### config.mk
export PLATFORM = sky130hd
export DESIGN_NAME = sprite_tile_writer
export DESIGN_NICKNAME = d
export VERILOG_FILES = /design/src/rtl/sprite_pkg.sv /design/src/rtl/tile_pos_counter.sv /design/src/rtl/sprite_tile_writer.sv
export SDC_FILE = /design/constraint.sdc
export NUM_CORES = 1
export LEC_CHECK = 0
export BUFFER_PORTS_ARGS = -buffer_cell sky130_fd_sc_hd__buf_2
export CAP_MARGIN = 40
export CORE_ASPECT_RATIO = 0.7
export CORE_MARGIN = 4
export CORE_UTILIZATION = 30
export CTS_CLUSTER_DIAMETER = 150
export CTS_CLUSTER_SIZE = 24
export DETAILED_ROUTE_END_ITERATION = 7
export PLACE_DENSITY = 0.52
export SLEW_MARGIN = 20
export SYNTH_ARGS = -nofsm -noshare
export SYNTH_HDL_FRONTEND = slang
export SYNTH_SLANG_ARGS = --single-unit
### constraint.sdc
create_clock -name clk -period 2.5 [get_ports clk]
set_input_delay 0.5 -clock clk [delete_from_list [all_inputs] [get_ports clk]]
set_output_delay 0.5 -clock clk [all_outputs]
set_load 0.05 [all_outputs]
### src/rtl/sprite_pkg.sv
// Shared sprite memory layout and writer FSM definitions, common to the read and write paths.
package sprite_pkg;

  localparam int unsigned TILE_W_DEFAULT = 20;
  localparam int unsigned TILE_H_DEFAULT = 20;
  localparam int unsigned ADDR_W_DEFAULT = 17;
  localparam int unsigned DATA_W_DEFAULT = 12;

  localparam logic [11:0] KEY_COLOR_DEFAULT = 12'h0F0;

  typedef enum logic [1:0] {
    IDLE  = 2'd0,
    WRITE = 2'd1,
    DONE  = 2'd2
  } tile_state_t;

  // Counter width that stays at least 1 bit for degenerate 1-wide tiles.
  function automatic int unsigned cnt_width(input int unsigned n);
    return (n > 1) ? $clog2(n) : 1;
  endfunction

endpackage

### src/rtl/tile_pos_counter.sv
// Row-major column/row position within a tile, with wrap and a last-pixel flag.
module tile_pos_counter
  import sprite_pkg::*;
#(
  parameter int unsigned TILE_W = TILE_W_DEFAULT,
  parameter int unsigned TILE_H = TILE_H_DEFAULT,
  localparam int unsigned COL_W = cnt_width(TILE_W),
  localparam int unsigned ROW_W = cnt_width(TILE_H)
) (
  input  logic             clk,
  input  logic             rst,
  input  logic             clear,
  input  logic             advance,
  output logic [COL_W-1:0] col,
  output logic [ROW_W-1:0] row,
  output logic             last_c
);

  logic col_end_c;
  logic row_end_c;

  assign col_end_c = (col == COL_W'(TILE_W - 1));
  assign row_end_c = (row == ROW_W'(TILE_H - 1));
  assign last_c    = col_end_c && row_end_c;

  always_ff @(posedge clk or posedge rst) begin
    if (rst) begin
      col <= '0;
      row <= '0;
    end else if (clear) begin
      col <= '0;
      row <= '0;
    end else if (advance) begin
      if (col_end_c) begin
        col <= '0;
        row <= row_end_c ? '0 : row + ROW_W'(1);
      end else begin
        col <= col + COL_W'(1);
      end
    end
  end

endmodule

### src/rtl/sprite_tile_writer.sv
// Streams one TILE_W x TILE_H tile of pixels into the sprite RAM write port, row-major from base_addr.
// Optional SPRITE_TILE_WRITER_KEY_SKIP_EN: pixels equal to KEY_COLOR advance the address but are not written.
module sprite_tile_writer
  import sprite_pkg::*;
#(
  parameter int unsigned        TILE_W    = TILE_W_DEFAULT,
  parameter int unsigned        TILE_H    = TILE_H_DEFAULT,
  parameter int unsigned        ADDR_W    = ADDR_W_DEFAULT,
  parameter int unsigned        DATA_W    = DATA_W_DEFAULT,
  parameter logic [DATA_W-1:0]  KEY_COLOR = DATA_W'(KEY_COLOR_DEFAULT)
) (
  input  logic              clk,
  input  logic              rst,
  input  logic              start,
  input  logic [ADDR_W-1:0] base_addr,
  input  logic              pix_valid,
  input  logic [DATA_W-1:0] pix_data,
  output logic              pix_ready,
  output logic              wea,
  output logic [ADDR_W-1:0] addra,
  output logic [DATA_W-1:0] dina,
  output logic              busy,
  output logic              done
);

  localparam int unsigned COL_W = cnt_width(TILE_W);
  localparam int unsigned ROW_W = cnt_width(TILE_H);

  tile_state_t       state;
  tile_state_t       state_n;
  logic [ADDR_W-1:0] acc;
  logic              load_c;
  logic              accept_c;
  logic              last_c;
  logic              write_en_c;
  logic [COL_W-1:0]  col;
  logic [ROW_W-1:0]  row;
  logic              unused_pos;

  assign load_c   = (state == IDLE) && start;
  assign accept_c = (state == WRITE) && pix_valid && pix_ready;

`ifdef SPRITE_TILE_WRITER_KEY_SKIP_EN
  assign write_en_c = (pix_data != KEY_COLOR);
`else
  logic unused_key;
  assign unused_key = ^KEY_COLOR;
  assign write_en_c = 1'b1;
`endif

  // Position is tracked for the last-pixel flag only; the address comes from the accumulator.
  assign unused_pos = ^{col, row};

  tile_pos_counter #(
    .TILE_W (TILE_W),
    .TILE_H (TILE_H)
  ) u_pos (
    .clk     (clk),
    .rst     (rst),
    .clear   (load_c),
    .advance (accept_c),
    .col     (col),
    .row     (row),
    .last_c  (last_c)
  );

  // Next-state logic.
  always_comb begin
    state_n = state;
    case (state)
      IDLE:    if (start) state_n = WRITE;
      WRITE:   if (accept_c && last_c) state_n = DONE;
      DONE:    state_n = IDLE;
      default: state_n = IDLE;
    endcase
  end

  // State, status flags derived from the next state, and the write port registers.
  always_ff @(posedge clk or posedge rst) begin
    if (rst) begin
      state     <= IDLE;
      pix_ready <= 1'b0;
      busy      <= 1'b0;
      done      <= 1'b0;
      wea       <= 1'b0;
      addra     <= '0;
      dina      <= '0;
      acc       <= '0;
    end else begin
      state     <= state_n;
      busy      <= (state_n != IDLE);
      pix_ready <= (state_n == WRITE);
      done      <= (state_n == DONE);
      wea       <= accept_c && write_en_c;
      if (load_c) begin
        acc <= base_addr;
      end else if (accept_c) begin
        acc <= acc + ADDR_W'(1);
      end
      if (accept_c) begin
        addra <= acc;
        dina  <= pix_data;
      end
    end
  end

endmodule

==> flow_metrics.py, run 1 <==
metrics = {
    "die": {
        "die_w_um": 123,
        "start_util": 0.308,
        "coreArea_mm2": 0.00907,
        "io_pins": 66,
        "die_h_um": 88.7,
        "die-area_mm2": 0.0109,
        "std_cell_rows": 29,
    },
    "setup_path": {
        "required_ps": 2760,
        "crit_cells": 5,
        "cp_max_fo": 5,
        "slowest_delay_ps": 480,
        "crit_slowest_cell": "or4_1",
        "path_cells": "ha_1 -> nand4_1 -> or2_1 -> or4_1 -> nand3_1",
        "crit_path_end_kind": "flop",
        "rr_worst_depth": 5,
        "crit_family": "simple AND/OR/NAND/NOR gates",
        "worstPathArrival_ps": 2180,
        "path_class": "reg -> reg",
        "cp_num_buf_inv": 0,
        "startpoint_type": "flop",
    },
    "synthesis": {
        "synth-seq-area-share": 0.556,
        "yosysMostFrequentCell": "nand2_1",
        "async_flop_share": 1.00,
        "syn_area_mm2": 0.00279,
        "synth_top_area_cell": "dfrtp_1",
        "synth_top_flop_cell": "dfrtp_1",
        "synth_common_cells": "98 x nand2_1, 62 x dfrtp_1, 15 x nor2_1",
        "syn_nets": 335,
        "ys_ff_latch": 62,
        "yosysTopAreaCellShare": 0.556,
        "syn_inst": 299,
        "synth-edff-count": 0,
        "syn_area_per_cell_um2": 9.33,
        "synthDistinctLibCells": 49,
        "yosysWarningCount": 0,
        "yosys-top-cells-area": "dfrtp_1 56%, nand2_1 13%, o21ai_0 2.2%, nor2_1 2.0%, nor3_1 1.6%",
    },
    "route": {
        "drc": 0,
        "ant_nets": 0,
        "drt-initial-drc-count": 131,
        "routed_wirelength_um": 7180,
        "wire_per_inst_um": 14.5,
        "viasPerCell": 4.78,
        "vias": 2378,
        "drt-pass1-iter-count": 4,
    },
    "worst_hold_path": {
        "holdCritPathClass": "in -> async",
    },
    "global_route": {
        "overflow": 0,
        "grt_pass1_vias": 2401,
        "grt_max_degree": 29,
        "grt_pass1_wl_um": 12200,
        "antenna_found_initial": 0,
        "grt_use_total": 0.146,
    },
    "sta": {
        "max_freq_mhz": 518,
        "fin_ws_ps": 571,
        "tightest_slew_ps": 534,
        "fin_skew_ps": 5.53,
        "min_period_ps": 1930,
        "max_slew_margin": 0.640,
        "setup_tns_ps": 0,
        "whs_ps": 113,
        "hold_viol": 0,
        "finalCritPeriodShare": 0.772,
        "rsz0062_at_grt": "no",
        "setup_viol_count_final": 0,
        "slew_violations": 0,
    },
    "clock_tree": {
        "root_buffer": "clkbuf_16",
        "htree_levels": 3,
        "post_cts_buffers": 0,
        "cts_made_buffers": 9,
        "cts.repair.resized": 0,
        "clock_sinks": 62,
        "cts.clk_slew.worst_paths_ps": 50,
        "cts_hold_buffers": 0,
        "insertion_delay_ps": 320,
        "cts.path.max_buffers": 2,
        "cts_tree": "done",
    },
    "place": {
        "gp_congestion": 0.798,
        "dpl_cell_area_mm2": 0.00330,
        "place_ws_ps": 608,
        "io_buffers": 65,
        "dp_hpwl_um": 5150,
    },
    "power_and_ir_drop": {
        "leakage_nw": 1.70,
        "irDropWorstVdd_mv": 0.402,
        "p_per_area_mw_per_mm2": 1030,
    },
    "layout": {
        "final_area_mm2": 0.00358,
        "final_layout_size_suffix_gt1_frac": 0.260,
        "n_antenna_cell": 0,
        "nets": 405,
        "area_growth_pct": 28.5,
        "fin_util": 0.395,
    },
    "outcome": {
        "outcome": "finished, final reports clean",
    },
    "flow_run": {
        "cap_violations": 0,
    },
}
area by class of cell:
class	instances	area, µm²
Tap cell	124	155
Timing Repair Buffer	73	410
Multi-Input combinational cell	215	1150
Sequential cell	62	1550
Clock buffer	15	288
Inverter	8	32.5
Fill cell	960	5490
state kept, by name, summed over array words and instances, names as in the netlist:
signal,flops
acc,17
addra,17
dina,12
u_pos.col,5
u_pos.row,5
state,2
busy,1
done,1
pix_ready,1
wea,1
metrics by stage:
stage | power [W] | std cells
finish | 0.00369 | 497
floorplan | 0.00224 | 299
detailed placement | 0.00252 | 482
global placement | 0.00251 | 481
global route | 0.00394 | 497
CTS | 0.00373 | 497
per-layer routing:
metal | track usage | vias to the layer above | wire, µm
li1 | - | 1175 | -
met5 | 0 | - | 0
met3 | 0.0588 | 6 | 605
met2 | 0.209 | 75 | 2920
met1 | 0.202 | 1122 | 3570
met4 | 0.0482 | 0 | 88
kinds of logic (layout without fill, tap and decap cells):
group	count (synthesis)	count (layout)	share of synthesized area
buffers and inverters	22	96	0.0345
AO/OA/AOI/OAI	43	43	0.100
flip-flops	62	62	0.556
multiplexers	1	1	0.00359
adder cells (fa/ha/maj)	3	3	0.0135
AND/OR/NAND/NOR	163	163	0.276
XOR/XNOR	5	5	0.0157
cell usage in the layout, fill, tap and decap left out, drive strengths merged, types with 2 or more instances in the layout:
master	count
a211oi	3
buf	73
nor2	15
o21ai	13
and4	2
or3	4
nand3b	2
xnor2	4
inv	8
a31oi	4
nor3	10
nand2b	2
o22ai	2
a22oi	2
nor4	4
and2	2
a21oi	7
nand2	98
nand3	7
or4	3
a311oi	3
o211ai	2
nand4	6
ha	3
dfrtp	62
clkbuf	15
or2	2
where the power goes:
part | switching [W] | leakage [nW] | internal [W] | total, W
Sequential | 0.000254 | 0.747 | 0.00125 | 0.00150
Clock | 0.000408 | 0.142 | 0.000773 | 0.00118
Combinational | 0.000689 | 0.810 | 0.000317 | 0.00101
Total | 0.00135 | 1.70 | 0.00234 | 0.00369
worst paths after layout:
kind                             startpoint        to  slack (ps)
worst max-delay path                 acc[0]   acc[12]         570
max in group asynchronous               rst   acc[10]        1950
worst min-delay path                    rst  addra[2]         110
worst min register to register     dina[10]  dina[10]         470
worst max register to register       acc[0]   acc[12]         570
min in group clk                pix_data[0]   dina[0]         370
Power figures use the tool's default switching activity.
==> run 2: changes to the inputs <==
- ABC_AREA: unset -> 1
- PLACE_DENSITY: 0.52 -> 0.51
- clock period: 2.5 -> 1.9 ns (I/O delays scaled with it)
==> run 2 against run 1 <==
Compared with the run above: clock skew shrank 1.1 ps; via count grew 9.3%; critical path depth grew 1; sequential cell count is the same; area after synthesis grew 7.9%; worst hold slack gained 4.3 ps; clock-buffer cell count shrank 5; critical path type unchanged; largest cell class unchanged.
==> flow_metrics.py, run 2 <==
metrics = {
    "layout": {
        "n_antenna_cell": 0,
        "final_layout_size_suffix_gt1_frac": 0.217,
        "final_common_cell": "nand2_1",
        "fin_util": 0.384,
        "area_growth_pct": 24.4,
        "nets": 480,
        "final_cells": 576,
        "final_cell_mix": "130 x nand2_1, 65 x buf_2, 62 x dfrtp_1",
        "fillers": 1037,
        "final_area_mm2": 0.00375,
        "largestRegisters": "acc (17), addra (17), dina (12)",
    },
    "route": {
        "wl_met2_um": 3140,
        "drc": 0,
        "met1Wirelength_um": 3870,
        "wl_met3_um": 484,
        "ant_nets": 0,
        "drt-initial-drc-count": 210,
        "vias": 2600,
        "drt-pass1-iter-count": 4,
        "highest_layer": "met4",
        "viasPerCell": 4.51,
        "wire_per_inst_um": 13.1,
        "routed_wirelength_um": 7530,
    },
    "synthesis": {
        "yosysMostFrequentCell": "nand2_1",
        "ys_ff_latch": 62,
        "synth_top_flop_cell": "dfrtp_1",
        "yosysTopAreaCellShare": 0.515,
        "yosysWarningCount": 0,
        "syn_area_mm2": 0.00301,
        "synth_top_area_cell": "dfrtp_1",
        "syn_nets": 412,
        "syn_area_per_cell_um2": 8.01,
        "synth_common_cells": "130 x nand2_1, 62 x dfrtp_1, 38 x inv_1",
        "synthDistinctLibCells": 26,
        "async_flop_share": 1.00,
        "synth-edff-count": 0,
        "synth-seq-area-share": 0.515,
        "yosys-top-cells-area": "dfrtp_1 52%, nand2_1 16%, inv_1 4.7%, nor2_1 4.4%, nand3_1 4.0%",
        "syn_inst": 376,
    },
    "die": {
        "die_w_um": 128,
        "io_pins": 66,
        "start_util": 0.309,
        "coreArea_mm2": 0.00976,
        "die_h_um": 91.8,
        "std_cell_rows": 30,
        "die-area_mm2": 0.0117,
    },
    "power_and_ir_drop": {
        "p_per_area_mw_per_mm2": 1220,
        "leakage_nw": 1.95,
        "irDropWorstVdd_mv": 0.507,
    },
    "global_route": {
        "grt_pass1_vias": 2495,
        "grt_pass1_wl_um": 12600,
        "overflow": 0,
        "grt_max_degree": 63,
        "grt_use_total": 0.136,
        "antenna_found_initial": 0,
    },
    "setup_path": {
        "required_ps": 2090,
        "worstPathArrival_ps": 1690,
        "cp_max_fo": 28,
        "reg2reg_from": "state[0]",
        "rrSetupSlack_ps": 400,
        "path_class": "reg -> reg",
        "crit_path_end_kind": "flop",
        "rr_worst_depth": 6,
        "regToRegEndpoint": "acc[12]",
        "startpoint_type": "flop",
    },
    "sta": {
        "rsz0062_at_grt": "no",
        "max_freq_mhz": 666,
        "setup_tns_ps": 0,
        "setup_viol_count_final": 0,
        "finalCritPeriodShare": 0.790,
        "fin_skew_ps": 4.45,
        "min_period_ps": 1500,
        "max_slew_margin": 0.710,
        "slew_violations": 0,
        "tightest_slew_ps": 435,
        "hold_viol": 0,
        "fin_ws_ps": 399,
    },
    "clock_tree": {
        "cts.path.max_buffers": 2,
        "cts_hold_buffers": 0,
        "clock_sinks": 62,
        "cts_made_buffers": 9,
        "cts_tree": "done",
        "cts.clk_slew.worst_paths_ps": 50,
        "post_cts_buffers": 0,
        "cts.repair.resized": 0,
        "insertion_delay_ps": 320,
        "htree_levels": 3,
        "root_buffer": "clkbuf_16",
    },
    "place": {
        "place_ws_ps": 381,
        "dp_hpwl_um": 5410,
        "gp_congestion": 0.822,
        "dpl_cell_area_mm2": 0.00346,
        "dp_cells": 561,
        "io_buffers": 65,
    },
    "outcome": {
        "outcome": "finished, final reports clean",
    },
    "flow_run": {
        "cap_violations": 0,
    },
    "worst_hold_path": {
        "holdCritPathClass": "in -> async",
    },
}
## run 2: cell count changes in the layout (fill, tap and decap cells not counted), sizes merged, moves of 6 or more
cell | before | now
nand2 | 98 | 133
inv | 8 | 40
nor2 | 15 | 36
o21ai | 13 | 34
nand3 | 7 | 24
nor3 | 10 | 4
## run 2: power by group
part | internal [W] | leakage (nW) | total, W | switching [W]
logic | 0.000354 | 1.03 | 0.00119 | 0.000835
registers | 0.00158 | 0.770 | 0.00179 | 0.000213
clock network | 0.00103 | 0.148 | 0.00159 | 0.000559
total | 0.00296 | 1.95 | 0.00457 | 0.00161
## run 2: kinds of logic (layout without fill, tap and decap cells)
| family | Yosys count | after routing | share of synthesized area |
|---|---|---|---|
| buffers and inverters | 53 | 125 | 0.0798 |
| adders and majority gates | 3 | 3 | 0.0125 |
| AOI/OAI and AO/OA | 51 | 51 | 0.0980 |
| xor gates and xnor gates | 4 | 4 | 0.0116 |
| DFF | 62 | 62 | 0.515 |
| and+or+nand+nor | 203 | 203 | 0.283 |
## run 2: worst max-delay path, cell delays in order, from the launching register on
cell and delay, ps:
dfrtp_1 420, nor2_2 160, nand2_4 220, nand2_4 230, inv_2 150, nand2_1 90
nand4_1 100
## run 2: metal layers
metal | GRT usage | vias to the layer above
li1 | - | 1339
met1 | 0.204 | 1196
met2 | 0.180 | 62
met3 | 0.0524 | 3
met4 | 0.0380 | 0
met5 | 0 | -
## run 2: through the flow
stage                     hold slack (ps)  total power (W)
final                                 117          0.00457
after detailed placement              462          0.00301
after floorplan                       464          0.00268
after global routing                  142          0.00487
after CTS                             143          0.00463
after global placement                457          0.00299
## run 2: worst max path at each step
stage / depth (start not counted) / end / from
6_report: 6 / acc[12] / state[0]
5_1_grt: 8 / acc[16] / acc[1]
4_1_cts: 6 / acc[12] / state[0]
3_5_place_dp: 6 / acc[12] / state[0]
3_3_place_gp: 5 / u_pos.col[1] / state[0]
2_1_floorplan: 5 / addra[10] / pix_ready
## run 2: cell type report
cell class / count / area [µm²] / share of cell area
clock buffers: 10 / 239 / 0.0638
well taps: 128 / 160 / 0.0428
inverters: 41 / 158 / 0.0421
clock inverters: 5 / 50.0 / 0.0134
repair buffers: 69 / 368 / 0.0982
multi-input cells: 261 / 1220 / 0.326
flip-flops and latches: 62 / 1550 / 0.414
==> run 3: changes to the inputs <==
- PLACE_DENSITY: 0.51 -> 0.53
- clock period: 1.9 -> 1.3 ns (I/O delays scaled with it)
==> run 3 against run 2 <==
Compared with the run above: the run now ends with hold timing, setup timing left; sequential power rose by 45%; sequential share of layout area shrank 4.7 points; register-to-register slack got worse by 430 ps; core utilization grew 5.0 points; maximum frequency is 12% higher; global-route usage is 0.56 points higher; clock skew rose by 0.70 ps; combinational power grew 97%; critical path type unchanged; largest cell class unchanged; highest routed layer unchanged.
==> flow_metrics.py, run 3 (same netlist as run 2, synthesis figures left out) <==
metrics = {
    "outcome": {
        "outcome": "finished with violations",
        "failed_checks": "hold timing, setup timing",
    },
    "die": {
        "die_h_um": 91.8,
        "die-area_mm2": 0.0117,
        "start_util": 0.309,
        "std_cell_rows": 30,
        "io_pins": 66,
        "coreArea_mm2": 0.00976,
        "die_w_um": 128,
    },
    "sta": {
        "max_freq_mhz": 749,
        "rsz0062_at_grt": "yes",
        "setup_tns_ps": -43.9,
        "min_period_ps": 1340,
        "slew_violations": 0,
        "hold_viol": 2,
        "max_slew_margin": 0.773,
        "setup_viol_count_final": 2,
        "whs_ps": -2.68,
        "fin_ws_ps": -35.8,
        "finalCritPeriodShare": 1.03,
        "fin_skew_ps": 5.15,
        "tightest_slew_ps": 341,
    },
    "place": {
        "dpl_cell_area_mm2": 0.00367,
        "dp_hpwl_um": 5820,
        "io_buffers": 65,
        "gp_congestion": 0.837,
    },
    "worst_hold_path": {
        "holdCritPathClass": "in -> async",
    },
    "clock_tree": {
        "root_buffer": "clkbuf_16",
        "cts.path.max_buffers": 2,
        "cts_hold_buffers": 0,
        "cts_made_buffers": 9,
        "clock_sinks": 62,
        "htree_levels": 3,
        "cts.clk_slew.worst_paths_ps": 60,
        "cts_tree": "done",
        "insertion_delay_ps": 330,
    },
    "setup_path": {
        "worstPathArrival_ps": 1590,
        "cpMostUsedCell": "nand2_2",
        "reg2reg_from": "acc[2]",
        "cp_max_fo": 5,
        "regToRegEndpoint": "acc[7]",
        "startpoint_type": "flop",
        "crit_family": "simple AND/OR/NAND/NOR gates",
        "path_cells": "nand2_2 -> nor2_2 -> nand2_2 -> buf_6 -> nor2_4 -> o22ai_2 -> nor2_1",
        "slowest_delay_ps": 500,
        "rrSetupSlack_ps": -40,
        "crit_path_end_kind": "flop",
        "required_ps": 1560,
        "crit_slowest_cell": "dfrtp_1",
        "cp_num_buf_inv": 1,
        "rr_worst_depth": 7,
        "path_class": "reg -> reg",
    },
    "power_and_ir_drop": {
        "p_total_w": 0.00770,
        "irDropWorstVdd_mv": 0.668,
        "p_per_area_mw_per_mm2": 1820,
        "leakage_nw": 2.14,
    },
    "route": {
        "drt-pass1-iter-count": 4,
        "vias": 2742,
        "drc": 0,
        "ant_nets": 0,
        "drt-initial-drc-count": 181,
        "viasPerCell": 4.52,
        "routed_wirelength_um": 8210,
        "wire_per_inst_um": 13.5,
    },
    "layout": {
        "largestRegisters": "acc (17), addra (17), dina (12)",
        "final_layout_size_suffix_gt1_frac": 0.338,
        "final_area_mm2": 0.00423,
        "n_antenna_cell": 0,
        "final_cell_mix": "123 x nand2_1, 65 x buf_2, 60 x dfrtp_1",
        "fin_util": 0.434,
        "final_common_cell": "nand2_1",
        "nets": 510,
        "area_growth_pct": 40.5,
    },
    "global_route": {
        "grt_use_total": 0.142,
        "grt_pass1_wl_um": 13000,
        "grt_pass1_vias": 2643,
        "antenna_found_initial": 0,
        "grt_max_degree": 63,
        "overflow": 0,
    },
    "flow_run": {
        "cap_violations": 0,
    },
}
run 3: worst max path at each step:
stage                 start           end  slack (ps)  depth (start not counted)
6_report             acc[2]        acc[7]         -40                          7
5_1_grt            state[1]  u_pos.row[1]        -110                          6
3_3_place_gp         acc[0]       acc[16]         -60                          8
3_5_place_dp         acc[1]       acc[10]        -120                          8
4_1_cts        u_pos.col[1]     pix_ready         0.2                          6
2_1_floorplan     pix_ready     addra[10]           7                          5
run 3: timing repair:
item	CTS	global route
resized for setup	16	42
buffers inserted	1	3
pin swaps	3	12
setup endpoints to repair	12	49
cloned	0	0
run 3: area by class of cell:
type                    instances  area [µm²]
repair buffers                 99         633
clock buffers                  10         229
clock inverters                 6         110
flip-flops and latches         62        1550
inverters                      41         165
multi-input cells             261        1380
well taps                     128         160
fillers                       999        5530
run 3: tightest hold or removal path, cell delays in order:
cell and delay (ps):
buf_2 110, clkinvlp_4 70, buf_12 280
run 3: stage by stage:
step | setup slack, ps | std cells
global placement | -59.1 | 587
finish | -35.8 | 607
floorplan | 6.78 | 376
CTS | 0.197 | 604
detailed placement | -117 | 587
global route | -107 | 607
run 3: layer usage:
layer / vias to the layer above / wire length (µm) / track usage
met5: - / 0 / 0
met4: 0 / 132 / 0.0477
met3: 12 / 539 / 0.0495
met2: 62 / 3370 / 0.193
met1: 1280 / 4180 / 0.208
li1: 1388 / - / -
run 3: power by group:
group / leakage [nW] / internal [W] / switching, W / total [W]
Clock: 0.159 / 0.00187 / 0.000882 / 0.00275
Sequential: 0.770 / 0.00230 / 0.000289 / 0.00259
Combinational: 1.21 / 0.000845 / 0.00151 / 0.00235
Total: 2.14 / 0.00502 / 0.00268 / 0.00770
